### src/rtl/add32.sv
// add32: registered carry-lookahead adder with carry, signed-overflow and zero flags.
//
// Ports:
//   clk        rising-edge clock
//   rst        synchronous active-high reset; clears every output and wins over in_valid
//   in_valid   in1/in2 hold operands this cycle
//   in1, in2   WIDTH-bit operands
//   out_valid  Out and the flags carry a fresh result (one cycle after in_valid)
//   Out        registered sum, in1 + in2 mod 2^WIDTH
//   carry_out  unsigned carry out of the MSB
//   overflow   signed overflow: equal operand signs, different sum sign
//   zero       registered sum equals 0

module add32_cla4 (
    input  logic [3:0] i_a,
    input  logic [3:0] i_b,
    input  logic       i_ci,
    output logic [3:0] o_s,
    output logic       o_gg,
    output logic       o_gp
);
    logic [3:0] w_g;
    logic [3:0] w_p;
    logic [3:0] w_c;

    assign w_g = i_a & i_b;
    assign w_p = i_a ^ i_b;

    // All in-group carries come straight from g/p and the group carry-in.
    assign w_c[0] = i_ci;
    assign w_c[1] = w_g[0] | (w_p[0] & i_ci);
    assign w_c[2] = w_g[1] | (w_p[1] & w_g[0]) | (w_p[1] & w_p[0] & i_ci);
    assign w_c[3] = w_g[2] | (w_p[2] & w_g[1]) | (w_p[2] & w_p[1] & w_g[0])
                  | (w_p[2] & w_p[1] & w_p[0] & i_ci);

    assign o_s  = w_p ^ w_c;
    assign o_gg = w_g[3] | (w_p[3] & w_g[2]) | (w_p[3] & w_p[2] & w_g[1])
                | (w_p[3] & w_p[2] & w_p[1] & w_g[0]);
    assign o_gp = &w_p;
endmodule

module add32 #(
    parameter int WIDTH = 32
) (
    input  logic             clk,
    input  logic             rst,
    input  logic             in_valid,
    input  logic [WIDTH-1:0] in1,
    input  logic [WIDTH-1:0] in2,
    output logic             out_valid,
    output logic [WIDTH-1:0] Out,
    output logic             carry_out,
    output logic             overflow,
    output logic             zero
);
    localparam int NG = WIDTH / 4;

    if (WIDTH % 4 != 0) begin : g_bad_width
        $error("add32: WIDTH must be a multiple of 4");
    end

    logic [NG-1:0]    w_gg;
    logic [NG-1:0]    w_gp;
    logic [NG:0]      w_c;
    logic [WIDTH-1:0] w_sum;
    logic             w_ovf;

    logic             r_valid;
    logic [WIDTH-1:0] r_sum;
    logic             r_carry;
    logic             r_ovf;
    logic             r_zero;

    // Second-level lookahead: each group carry is a flat sum-of-products of
    // the group generate/propagate terms, so no carry ripples between groups.
    function automatic logic [NG:0] lookahead(input logic [NG-1:0] gg,
                                              input logic [NG-1:0] gp,
                                              input logic          ci);
        logic [NG:0] c;
        logic        term;
        c[0] = ci;
        for (int k = 1; k <= NG; k++) begin
            term = ci;
            for (int m = 0; m < k; m++) term = term & gp[m];
            c[k] = term;
            for (int j = 0; j < k; j++) begin
                term = gg[j];
                for (int m = j + 1; m < k; m++) term = term & gp[m];
                c[k] = c[k] | term;
            end
        end
        return c;
    endfunction

    for (genvar g = 0; g < NG; g++) begin : g_grp
        add32_cla4 u_cla (
            .i_a  (in1[4*g +: 4]),
            .i_b  (in2[4*g +: 4]),
            .i_ci (w_c[g]),
            .o_s  (w_sum[4*g +: 4]),
            .o_gg (w_gg[g]),
            .o_gp (w_gp[g])
        );
    end

    assign w_c   = lookahead(w_gg, w_gp, 1'b0);
    assign w_ovf = (in1[WIDTH-1] == in2[WIDTH-1]) && (w_sum[WIDTH-1] != in1[WIDTH-1]);

    // Result and flags only load on valid input; out_valid tracks in_valid every cycle.
    always_ff @(posedge clk) begin
        if (rst) begin
            r_valid <= 1'b0;
            r_sum   <= '0;
            r_carry <= 1'b0;
            r_ovf   <= 1'b0;
            r_zero  <= 1'b0;
        end else begin
            r_valid <= in_valid;
            if (in_valid) begin
                r_sum   <= w_sum;
                r_carry <= w_c[NG];
                r_ovf   <= w_ovf;
                r_zero  <= (w_sum == '0);
            end
        end
    end

    assign out_valid = r_valid;
    assign Out       = r_sum;
    assign carry_out = r_carry;
    assign overflow  = r_ovf;
    assign zero      = r_zero;
endmodule

### config.mk
export PLATFORM = sky130hd
export DESIGN_NAME = add32
export DESIGN_NICKNAME = d
export VERILOG_FILES = /design/src/rtl/add32.sv
export SDC_FILE = /design/constraint.sdc
export NUM_CORES = 1
export LEC_CHECK = 0
export ABC_AREA = 1
export BUFFER_PORTS_ARGS = -buffer_cell sky130_fd_sc_hd__buf_2
export CORE_MARGIN = 2
export CORE_UTILIZATION = 45
export CTS_CLUSTER_SIZE = 25
export DETAILED_ROUTE_END_ITERATION = 10
export PLACE_DENSITY = 0.81
export RECOVER_POWER = 25
export SETUP_SLACK_MARGIN = 0.02
export SYNTH_ARGS = -nofsm -noshare
export SYNTH_HDL_FRONTEND = slang
export SYNTH_SLANG_ARGS = --single-unit
### constraint.sdc
create_clock -name clk -period 4 [get_ports clk]
set_clock_uncertainty 0.05 [all_clocks]
set_input_delay 1 -clock clk [delete_from_list [all_inputs] [get_ports clk]]
set_output_delay 1 -clock clk [all_outputs]
set_load 0.05 [all_outputs]
==> impl_metrics.csv <==
group,metric,value,unit
placed_design,dpl_cell_area,0.003671,mm2
placed_design,gp_congestion,0.8933,
grt,grt_pass1_vias,3003,
finish,mostFrequentLayoutCells,"nand2_1 (93), buf_2 (87), inv_1 (66)",
timing,tns,0,ns
synth,synth.avg_cell_area,6.661,um2
critical_path,worst_ep_required_time,4.18,ns
clocking,cts_buffers,5,
synth,synth_warnings,0,
power,p_switching,0.0005278,W
placed_design,place_ws,-0.09316,ns
synth,synth_nets,552,
grt,top_usage_layer,"met2",
clocking,clock_latency,0.28,ns
clocking,cts_tree,"yes",
grt,grt_start_max_net_pins,46,
placed_design,place_inst,632,
hold_path,whs_path_depth,2,
timing,slew_headroom,0.3218,
timing,final_max_slew_viol_count,0,
finish,drive_above_1_share,0.2951,
power,seq_power_share,0.325,
critical_path,worstReg2RegStart,"Out[17]$_SDFFE_PP0P_",
floorplanning,die_area,0.007252,mm2
timing,fin_ws,0.2568,ns
critical_path,path_cells,"buf_2, ha_4, nand2_2, nor2_2, inv_1, a21oi_4, nand4_1, nand3_2, nand3_2, nand2_2, fa_1, nor2_1, nand3_1, nor2_1, nand3_1, nor2_1, nand3_1, nor2_1, nand3_1, nor2_1, nand2_1, nor2_2, nand3_2, a21oi_2",
finish,syn2layout_area_growth,35.84,%
critical_path,path_class,"in2reg",
timing,rsz0062_at_grt,"yes",
synth,async_reset_ff_frac,0,
placed_design,dp_hpwl,6311,um
power,pwr-share-comb,0.464,
clocking,root_buffer,"clkbuf_8",
timing,layout_min_cycle_time,3.743,ns
critical_path,crit_family,"simple AND/OR/NAND/NOR gates",
critical_path,critical_path_buf_inv_count,2,
power,swShare,0.4166,
finish,final_cells,643,
outcome,status,"complete, no violations",
grt,track_usage,0.2110,
routing,drc,0,
floorplanning,initial_core_util,0.4668,
grt,antenna_found_initial,0,
synth,synthCells,445,
hold_path,worstHoldPathType,"reg2reg",
critical_path,crit_top_cell,"nor2_1",
job,maxCapViolCount,0,
critical_path,critPathLaunch,"in2[7]",
synth,ys_ff_latch,36,
timing,fin_crit_sh,0.9358,
timing,fmax,267.2,MHz
finish,nets,672,
synth,synth_area,0.002964,mm2
placed_design,port_buffers,102,
finish,final_common_cell,"nand2_1",
timing,finalSetupViolCount,0,
floorplanning,rows,29,
critical_path,cp_slowest_cell,"fa_1",
finish,final.fill_count,579,
critical_path,rr_endpoint,"Out[17]$_SDFFE_PP0P_",
routing,routed_wl,8204,um
critical_path,reg2regPathDepth,4,
clocking,htree_levels,2,
critical_path,worstPathArrival,3.92,ns
routing,ant_nets,0,
finish,n_antenna_cell,0,
critical_path,r2r_setup_slack,3.21,ns
power,powerDensity,314.7,mW/mm2
grt,grt_pass1_wl,12590,um
grt,met2_usage,0.3899,
clocking,clk_pin_slew,0.08,ns
floorplanning,ioPinCount,103,
routing,wl_per_cell,12.76,um
grt,grtUsageMet3,0.03210,
grt,gr-total-overflow,0,
clocking,clock_sinks,36,
power,p_clk_frac,0.211,
timing,worst_pin_slew,1.017,ns
timing,hold_viol_final,0,
synth,synth_seq_area_share,0.2431,
critical_path,startpoint_type,"input pin",
critical_path,slowest_delay,0.45,ns
synth,synth_edf_count,0,
clocking,hold_buffers,0,
finish,fin_area,0.004026,mm2
hold_path,min_from,"overflow$_SDFFE_PP0P_",
routing,drt_first_iter_violations,101,
synth,ys_types,31,
floorplanning,fp.dieW,85.16,um
floorplanning,die_y,85.16,um
routing,dr.pass1.iters,4,
grt,use_met1,0.2397,
hold_path,min_to,"overflow$_SDFFE_PP0P_",
power,internal_power,0.0007393,W
clocking,cts.path.max_buffers,2,
critical_path,crit_path_end_kind,"flip-flop",
routing,vias,3268,
power,leakage,2.178,nW
critical_path,path_max_fanout,4,
routing,routed_via_density,5.082,
floorplanning,core,0.006350,mm2
power,peakVddDrop,0.2032,mV
power,power,0.001267,W
synth,synthFlopType,"dfxtp_1",
synthesized netlist by cell type (all sizes together) (5+ instances only):
| cell | count | area share |
|---|---|---|
| nor3 | 5 | 0.012 |
| a21oi | 20 | 0.036 |
| clkbuf | 7 | 0.0089 |
| nand3 | 25 | 0.049 |
| fa | 8 | 0.054 |
| nand2 | 109 | 0.14 |
| inv | 68 | 0.086 |
| xor2 | 5 | 0.015 |
| o21ai | 26 | 0.044 |
| o211ai | 9 | 0.023 |
| nor2 | 70 | 0.092 |
| dfxtp | 36 | 0.24 |
| ha | 32 | 0.14 |
worst min-delay path, delay by kind of cell, from the launching register on:
| kind | cells | cell delay, ns |
|---|---|---|
| AND/OR/NAND/NOR | 1 | 0.06 |
| AO/OA/AOI/OAI | 1 | 0.05 |
| flip-flops | 1 | 0.31 |
per-stage QoR:
stage / utilization / hold slack [ns]
finish: 0.6341 / 0.4144
global route: 0.6341 / 0.4535
CTS: 0.5927 / 0.4145
detailed placement: 0.5781 / 0.4039
global placement: 0.5781 / 0.4003
floorplan: - / 0.6365
cell families (layout without fill, tap and decap cells):
logic type,after synthesis,count (layout),synth area share
AND/OR/NAND/NOR,221,221,0.3250
buffers and inverters,79,200,0.1005
XOR/XNOR,9,9,0.02659
AO/OA/AOI/OAI,60,60,0.1157
flip-flops,36,36,0.2431
adder cells (fa/ha/maj),40,40,0.1891
how the worst max path moves through the flow:
stage                        endpoint  slack (ns)  cells past startpoint
global route        zero$_SDFFE_PP0P_       -0.06                     24
global placement    zero$_SDFFE_PP0P_        0.06                     24
detailed placement  zero$_SDFFE_PP0P_       -0.09                     24
floorplan           zero$_SDFFE_PP0P_        0.29                     23
CTS                 zero$_SDFFE_PP0P_        0.21                     24
finish              zero$_SDFFE_PP0P_        0.26                     24
metal layers:
layer  routed length, um  share of wire
met5                   0              0
met4                 314          0.038
met2                4069           0.50
met1                3355           0.41
met3                 465          0.057
timing repair:
item,4_1_cts,5_1_grt
setup endpoints to repair,0,1
setup buffers,0,3
resized for setup,0,37
flip-flops by register name (all words and copies together) (netlist names):
register,count
out_valid,1
zero,1
overflow,1
carry_out,1
Out,32
power groups by stage:
| stage | Clock, W | Combinational, W | Sequential (W) |
|---|---|---|---|
| after floorplan | 0 | 0.000264 | 0.000532 |
| after global placement | 0 | 0.000533 | 0.000418 |
| after detailed placement | 0 | 0.000546 | 0.000419 |
| after CTS | 0.000274 | 0.000548 | 0.000411 |
| after global routing | 0.000289 | 0.000647 | 0.000415 |
| final | 0.000267 | 0.000588 | 0.000412 |
layout make-up:
cell class | count | area (um2) | area share
Multi-Input combinational cell | 330 | 2208 | 0.5485
Sequential cell | 36 | 720.7 | 0.1790
Timing Repair Buffer | 124 | 653.1 | 0.1622
Inverter | 68 | 255.2 | 0.06339
Tap cell | 77 | 96.34 | 0.02393
Clock buffer | 6 | 82.58 | 0.02051
Clock inverter | 2 | 10.01 | 0.002486
(Power assumes the default switching activity.)
